**src/rtl/imm_gen_stage_pkg.sv**
```systemverilog
// Shared types for the immediate-generation stage: format encodings and
// occupancy states of the output/skid register pair.
package imm_pkg;

   localparam int IMM_SRC_W = 4;

   typedef enum logic [IMM_SRC_W-1:0] {
      IMM_I  = 4'b0000,
      IMM_S  = 4'b0001,
      IMM_B  = 4'b0010,
      IMM_J  = 4'b0011,
      IMM_U  = 4'b0100,
      IMM_SH = 4'b0101,
      IMM_Z  = 4'b0110,
      IMM_CI = 4'b1000,
      IMM_CJ = 4'b1001,
      IMM_CB = 4'b1010
   } imm_src_e;

   // Encoding mirrors {skid_valid, out_valid}; 2'b10 can never occur.
   typedef enum logic [1:0] {
      OCC_EMPTY = 2'b00,
      OCC_ONE   = 2'b01,
      OCC_FULL  = 2'b11
   } occ_e;

endpackage

```
**src/rtl/imm_gen_stage_if.sv**
```systemverilog
// Valid/ready bus of the immediate-generation stage: instruction side in,
// extended-immediate side out. The stage itself takes the slave view.
interface imm_gen_stage_if
   import imm_pkg::*;
#(
   parameter int XLEN  = 32,
   parameter int TAG_W = 5
) ();

   logic                 in_valid;
   logic                 in_ready;
   logic [31:0]          instr;
   logic [IMM_SRC_W-1:0] imm_src;
   logic [TAG_W-1:0]     in_tag;
   logic                 out_valid;
   logic                 out_ready;
   logic [XLEN-1:0]      imm_ext;
   logic [TAG_W-1:0]     out_tag;
   logic                 illegal;

   modport master (
      output in_valid, instr, imm_src, in_tag, out_ready,
      input  in_ready, out_valid, imm_ext, out_tag, illegal
   );

   modport slave (
      input  in_valid, instr, imm_src, in_tag, out_ready,
      output in_ready, out_valid, imm_ext, out_tag, illegal
   );

endinterface

```
**src/rtl/imm_extract.sv**
```systemverilog
// Combinational immediate extraction and sign/zero extension to XLEN.
// RVC formats CI/CJ/CB are decoded only when COMPRESSED_IMM_EN is defined.
module imm_extract
   import imm_pkg::*;
#(
   parameter int XLEN = 32
) (
   input  logic [31:0]          instr,
   input  logic [IMM_SRC_W-1:0] imm_src,
   output logic [XLEN-1:0]      imm,
   output logic                 illegal
);

   logic [31:0] val;
   logic        sext;
   logic        unused_low_bits;

   // Opcode and quadrant bits carry no immediate in the 32-bit formats.
   assign unused_low_bits = ^instr[6:0];

   // NOTE: every output of a combinational block gets a default before the
   // case, otherwise an unassigned path infers a latch.
   always_comb begin
      val     = '0;
      sext    = 1'b0;
      illegal = 1'b0;
      case (imm_src_e'(imm_src))
         IMM_I:  begin val = 32'($signed(instr[31:20])); sext = 1'b1; end
         IMM_S:  begin val = 32'($signed({instr[31:25], instr[11:7]})); sext = 1'b1; end
         IMM_B:  begin
            val  = 32'($signed({instr[31], instr[7], instr[30:25], instr[11:8], 1'b0}));
            sext = 1'b1;
         end
         IMM_J:  begin
            val  = 32'($signed({instr[31], instr[19:12], instr[20], instr[30:21], 1'b0}));
            sext = 1'b1;
         end
         IMM_U:  begin val = {instr[31:12], 12'b0}; sext = 1'b1; end
         IMM_SH: begin
            if (XLEN == 64) val = 32'(instr[25:20]);
            else            val = 32'(instr[24:20]);
         end
         IMM_Z:  val = 32'(instr[19:15]);
`ifdef COMPRESSED_IMM_EN
         IMM_CI: begin val = 32'($signed({instr[12], instr[6:2]})); sext = 1'b1; end
         IMM_CJ: begin
            val  = 32'($signed({instr[12], instr[8], instr[10:9], instr[6], instr[7],
                                instr[2], instr[11], instr[5:3], 1'b0}));
            sext = 1'b1;
         end
         IMM_CB: begin
            val  = 32'($signed({instr[12], instr[6:5], instr[2], instr[11:10],
                                instr[4:3], 1'b0}));
            sext = 1'b1;
         end
`endif
         default: illegal = 1'b1;
      endcase
   end

   always_comb begin
      if (sext) imm = XLEN'($signed(val));
      else      imm = XLEN'(val);
   end

endmodule

```
**src/rtl/imm_gen_stage.sv**
```systemverilog
// Registered immediate-generation stage with a 2-entry skid buffer so that
// in_ready is a flop. Optional RVC formats: define COMPRESSED_IMM_EN.
module imm_gen_stage
   import imm_pkg::*;
#(
   parameter int XLEN  = 32,
   parameter int TAG_W = 5
) (
   input logic            clk,
   input logic            rst,
   input logic            flush,
   imm_gen_stage_if.slave bus
);

   typedef struct packed {
      logic [XLEN-1:0]  imm;
      logic [TAG_W-1:0] tag;
      logic             illegal;
   } entry_t;

   entry_t in_entry, out_q, skid_q;
   occ_e   state_q, state_d;
   logic   in_ready_q;
   logic   accept, drain, load_out, load_skid, out_from_skid;

   imm_extract #(.XLEN(XLEN)) u_extract (
      .instr   (bus.instr),
      .imm_src (bus.imm_src),
      .imm     (in_entry.imm),
      .illegal (in_entry.illegal)
   );
   assign in_entry.tag = bus.in_tag;

   assign accept = bus.in_valid && in_ready_q && !flush;
   assign drain  = (state_q != OCC_EMPTY) && bus.out_ready;

   always_comb begin
      state_d       = state_q;
      load_out      = 1'b0;
      load_skid     = 1'b0;
      out_from_skid = 1'b0;
      case (state_q)
         OCC_EMPTY: if (accept) begin state_d = OCC_ONE; load_out = 1'b1; end
         OCC_ONE: begin
            if (drain && accept)  load_out = 1'b1;
            else if (drain)       state_d = OCC_EMPTY;
            else if (accept)      begin state_d = OCC_FULL; load_skid = 1'b1; end
         end
         OCC_FULL: if (drain) begin
            state_d       = OCC_ONE;
            load_out      = 1'b1;
            out_from_skid = 1'b1;
         end
         default: state_d = OCC_EMPTY;
      endcase
      if (flush) state_d = OCC_EMPTY;
   end

   // NOTE: state registers use non-blocking assignments so every flop samples
   // pre-edge values regardless of block ordering.
   always_ff @(posedge clk) begin
      if (rst) begin
         state_q    <= OCC_EMPTY;
         in_ready_q <= 1'b1;
      end else begin
         state_q    <= state_d;
         in_ready_q <= (state_d != OCC_FULL);
      end
   end

   always_ff @(posedge clk) begin
      if (rst)           out_q <= '0;
      else if (load_out) out_q <= out_from_skid ? skid_q : in_entry;
   end

   // NOTE: skid payload is qualified by the state register, so it needs no
   // reset; only the visible output fields are cleared.
   always_ff @(posedge clk) begin
      if (load_skid) skid_q <= in_entry;
   end

   assign bus.in_ready  = in_ready_q;
   assign bus.out_valid = (state_q != OCC_EMPTY);
   assign bus.imm_ext   = out_q.imm;
   assign bus.out_tag   = out_q.tag;
   assign bus.illegal   = out_q.illegal;

endmodule
```
**src/flat_wrapper.sv**
```systemverilog
// flat-port wrapper written by rule: the top's interface ports become plain ports
module imm_gen_stage_flat import imm_pkg::*;
#(
   parameter int XLEN  = 32,
   parameter int TAG_W = 5
)
  (clk, rst, flush, bus_in_valid, bus_instr, bus_imm_src, bus_in_tag, bus_out_ready, bus_in_ready, bus_out_valid, bus_imm_ext, bus_out_tag, bus_illegal);
  imm_gen_stage_if #(.XLEN(XLEN), .TAG_W(TAG_W)) bus_i ();
  input logic clk;
  input logic rst;
  input logic flush;
  input wire logic [$bits(bus_i.in_valid)-1:0] bus_in_valid;
  input wire logic [$bits(bus_i.instr)-1:0] bus_instr;
  input wire logic [$bits(bus_i.imm_src)-1:0] bus_imm_src;
  input wire logic [$bits(bus_i.in_tag)-1:0] bus_in_tag;
  input wire logic [$bits(bus_i.out_ready)-1:0] bus_out_ready;
  output wire logic [$bits(bus_i.in_ready)-1:0] bus_in_ready;
  output wire logic [$bits(bus_i.out_valid)-1:0] bus_out_valid;
  output wire logic [$bits(bus_i.imm_ext)-1:0] bus_imm_ext;
  output wire logic [$bits(bus_i.out_tag)-1:0] bus_out_tag;
  output wire logic [$bits(bus_i.illegal)-1:0] bus_illegal;
  assign bus_i.in_valid = bus_in_valid;
  assign bus_i.instr = bus_instr;
  assign bus_i.imm_src = bus_imm_src;
  assign bus_i.in_tag = bus_in_tag;
  assign bus_i.out_ready = bus_out_ready;
  assign bus_in_ready = bus_i.in_ready;
  assign bus_out_valid = bus_i.out_valid;
  assign bus_imm_ext = bus_i.imm_ext;
  assign bus_out_tag = bus_i.out_tag;
  assign bus_illegal = bus_i.illegal;
  imm_gen_stage #(.XLEN(XLEN), .TAG_W(TAG_W)) u_core (.clk(clk), .rst(rst), .flush(flush), .bus(bus_i));
endmodule
```
**config.mk**
```make
export PLATFORM = sky130hd
export DESIGN_NAME = imm_gen_stage_flat
export DESIGN_NICKNAME = d
export VERILOG_FILES = /design/src/rtl/imm_gen_stage_pkg.sv /design/src/rtl/imm_gen_stage_if.sv /design/src/rtl/imm_extract.sv /design/src/rtl/imm_gen_stage.sv /design/src/flat_wrapper.sv
export SDC_FILE = /design/constraint.sdc
export NUM_CORES = 1
export LEC_CHECK = 0
export CAP_MARGIN = 40
export CORE_MARGIN = 2
export CORE_UTILIZATION = 51
export DETAILED_ROUTE_END_ITERATION = 7
export PLACE_DENSITY = 0.8
export SETUP_SLACK_MARGIN = 0.5
export SLEW_MARGIN = 20
export SYNTH_ARGS = -nofsm -noshare
export SYNTH_HDL_FRONTEND = slang
export SYNTH_HIERARCHICAL = 1
export SYNTH_SLANG_ARGS = --single-unit
export TNS_END_PERCENT = 100
```
**constraint.sdc**
```tcl
create_clock -name clk -period 4.9 [get_ports clk]
set_input_delay 1.225 -clock clk [delete_from_list [all_inputs] [get_ports clk]]
set_output_delay 1.225 -clock clk [all_outputs]
set_load 0.02 [all_outputs]
```
==> impl_metrics.toml <==
[floorplan]
die_y_microns = 93.82
io-pin-count = 86
rows = 32
initial_core_util_pct = 52.96
dieArea_sq_um = 8801
coreArea_sq_um = 7767
die_w_microns = 93.82

[cts]
cts_buffers = 9
cts_root_buf = "clkbuf_8"
cts_resized = 0
cts_tree = "yes"
cts.clk_slew.worst_paths_ps = 90
htreeDepth = 3
clock_latency_ps = 350
clk_path_buf_depth = 2
hold_buffers = 0
postCtsSetupRepairBufs = 0
cts_sinks = 79

[synthesis]
yosysMostFrequentCell = "nor3_1"
yosysTopAreaCell = "edfxtp_1"
synthCells = 351
yosys-top-cells-area = "edfxtp_1, dfxtp_1, a2111oi_2, mux2i_1, nor3_1"
synth_top_flop_cell = "dfxtp_1"
synth_area_sq_um = 4114
syn_avg_cell_area_sq_um = 11.72
syn-num-nets = 397
ys_top_cells_by_count = "nor3_1, mux2i_1, dfxtp_1, edfxtp_1, a2111oi_2"
yosysTopAreaCellShare_pct = 27.74
synthArstFlopShare_pct = 0
synth_cell_types = 41
ys_seq_area_share_pct = 47.69
ys_seq_elements = 79
ys_warn_count = 6
synth_edf_count = 38

[power]
clkPwrFrac_pct = 39.1
power_density_nw_per_um2 = 310.8
ir_drop_mv = 0.1625
p_seq_share_pct = 45.1
comb_power_share_pct = 15.8
p_sw_share_pct = 24.40
power_mw = 1.622
internal-power_mw = 1.226
p_leak_nw = 2.117
switchingPower_uw = 395.8

[layout]
drive_above_1_share_pct = 16.51
fin_area_sq_um = 5220
n_antenna_cell = 0
synthToLayoutAreaGrowth_pct = 26.89
fin_cells = 520
nets = 459

[timing]
setup_viol = 0
fin_worst_skew_ps = 15.40
min_period_ps = 3376
final_hold_viol_count = 0
hold-worst-slack_ps = 602.2
setup_tns_ps = 0
rsz0062_at_grt = "false"
fmaxAchievable_mhz = 296.2
finalCritPeriodShare_pct = 68.90
relSlewSlack_pct = 49.12
drv_slew = 0
worstMarginPinSlew_ps = 760.8

[setup_path]
cpPeakStageDelay_ps = 960
worstPathCellList = "clkdlybuf4s50_1 -> nor4b_2 -> buf_4 -> a31o_4 -> a21o_1 -> mux2i_1 -> a2111oi_1"
crit_type = "primary input to flip-flop"
r2r_cells = 5
critPathBufInv = 2
cp-start-kind = "primary input"
crit_arrival_ps = 3610
path_max_fanout = 19
rr_endpoint = "u_core/bus.imm_ext[14]$_SDFFE_PP0P_"
cp_slowest_cell = "clkdlybuf4s50_1"
cp_top_family = "buffers and inverters"
crit_path_end_kind = "flip-flop"
r2r_start = "u_core/state_q[1]$_SDFF_PP0_"
rrSetupSlack_ps = 2600
required_ps = 5130

[detailed_routing]
vias = 3277
drt-wirelength-per-cell_microns = 20.10
vias_per_cell = 6.302
drt_pass1_iterations = 5
drc = 0
ant_nets = 0
wirelength_mm = 10.45
drt_iter0_drc = 291

[flow_run]
maxCapViolCount = 0

[placed_design]
place_area_sq_um = 4959
port-buffer-count = 78
place_inst = 504
gp_congestion = 0.8228
place_hpwl_mm = 6.535

[worst_hold_path]
worstHoldStart = "u_core/state_q[0]$_SDFF_PP0_"
min_path_type = "flip-flop to flip-flop"
min_path_cells = 2
hold_path_end = "u_core/state_q[0]$_SDFF_PP0_"

[grt]
grt_max_degree = 45
gr-total-overflow = 0
grt.total_usage_pct = 24.60
grt_pass1_vias = 3238
grt_pass1_wl_mm = 16.75
antenna_found_initial = 0

[status]
outcome = "completed"
-- how the worst max path moves through the flow --
stage          slack [ps]      startpoint                             endpoint  cells after the start
2_1_floorplan        1550   bus_out_ready           u_core/skid_q[0]$_DFFE_PP_                      2
3_5_place_dp         1200  bus_imm_src[2]  u_core/bus.imm_ext[13]$_SDFFE_PP0P_                      7
6_report             1520  bus_imm_src[2]  u_core/bus.imm_ext[14]$_SDFFE_PP0P_                      7
4_1_cts              1550  bus_imm_src[2]  u_core/bus.imm_ext[13]$_SDFFE_PP0P_                      7
3_3_place_gp         1140           flush  u_core/bus.imm_ext[12]$_SDFFE_PP0P_                      5
5_1_grt              1350  bus_imm_src[2]  u_core/bus.imm_ext[14]$_SDFFE_PP0P_                      7
-- layout make-up --
cell class	count	area [sq um]
Clock buffer	10	127.6
Clock inverter	6	133.9
Fill cell	594	2547
Inverter	2	7.507
Multi-Input combinational cell	232	1951
Sequential cell	79	1962
Tap cell	102	127.6
Timing Repair Buffer	89	910.9
-- power by group through the flow --
stage / combinational [mW] / clock [mW] / sequential (mW)
after detailed placement: 0.255 / 0 / 0.746
after global placement: 0.242 / 0 / 0.745
after floorplan: 0.124 / 0 / 0.768
after CTS: 0.257 / 0.638 / 0.731
after global routing: 0.275 / 0.663 / 0.734
final: 0.256 / 0.635 / 0.731
-- logic make-up (layout without fill, tap and decap cells) --
logic type,after synthesis,count (layout),synth area share (%)
XOR/XNOR,1,1,0.2129
multiplexers,44,44,10.74
AO/OA/AOI/OAI,73,73,19.80
buffers and inverters,40,107,5.322
AND/OR/NAND/NOR,114,114,16.24
flip-flops,79,79,47.69
-- metal layers --
metal	up-vias	track usage, %	part of all wire, %
li1	1516	-	-
met1	1612	35.37	45
met2	135	37.44	47
met3	14	3.772	6.1
met4	0	9.420	1.5
met5	-	0	0
-- registers in the layout (all words and copies together) (netlist names) --
name / cells
u_core/bus.illegal: 1
u_core/bus.imm_ext: 32
u_core/bus.in_ready: 1
u_core/bus.out_tag: 5
u_core/skid_q: 38
u_core/state_q: 2
-- stage by stage --
stage | setup WS (ps) | utilization, %
3_5_place_dp | 1199 | 63.84
6_report | 1524 | 67.20
4_1_cts | 1552 | 67.20
5_1_grt | 1349 | 67.20
3_3_place_gp | 1140 | 62.87
2_1_floorplan | 1554 | -
-- worst register-to-register path, delay by kind of cell (launching register included) --
family          cells  cell delay (ps)
compound gates      1              420
buf+inv             2              890
flops               1              360
mux                 1              210
simple gates        1              290
-- cells in the final DEF (no fill, tap or decap), drive strengths merged, types with 4 or more instances in the layout --
cell | Yosys | layout
a2111oi | 39 | 39
a211o | 4 | 4
a21o | 19 | 19
and2 | 7 | 7
and3 | 4 | 4
buf | 23 | 12
bufinv | 0 | 4
clkbuf | 15 | 10
clkdlybuf4s50 | 0 | 77
dfxtp | 41 | 41
edfxtp | 38 | 38
mux2i | 43 | 43
nand4bb | 4 | 4
nor2 | 5 | 5
nor3 | 78 | 78
o22ai | 4 | 4
(Power assumes the default switching activity.)
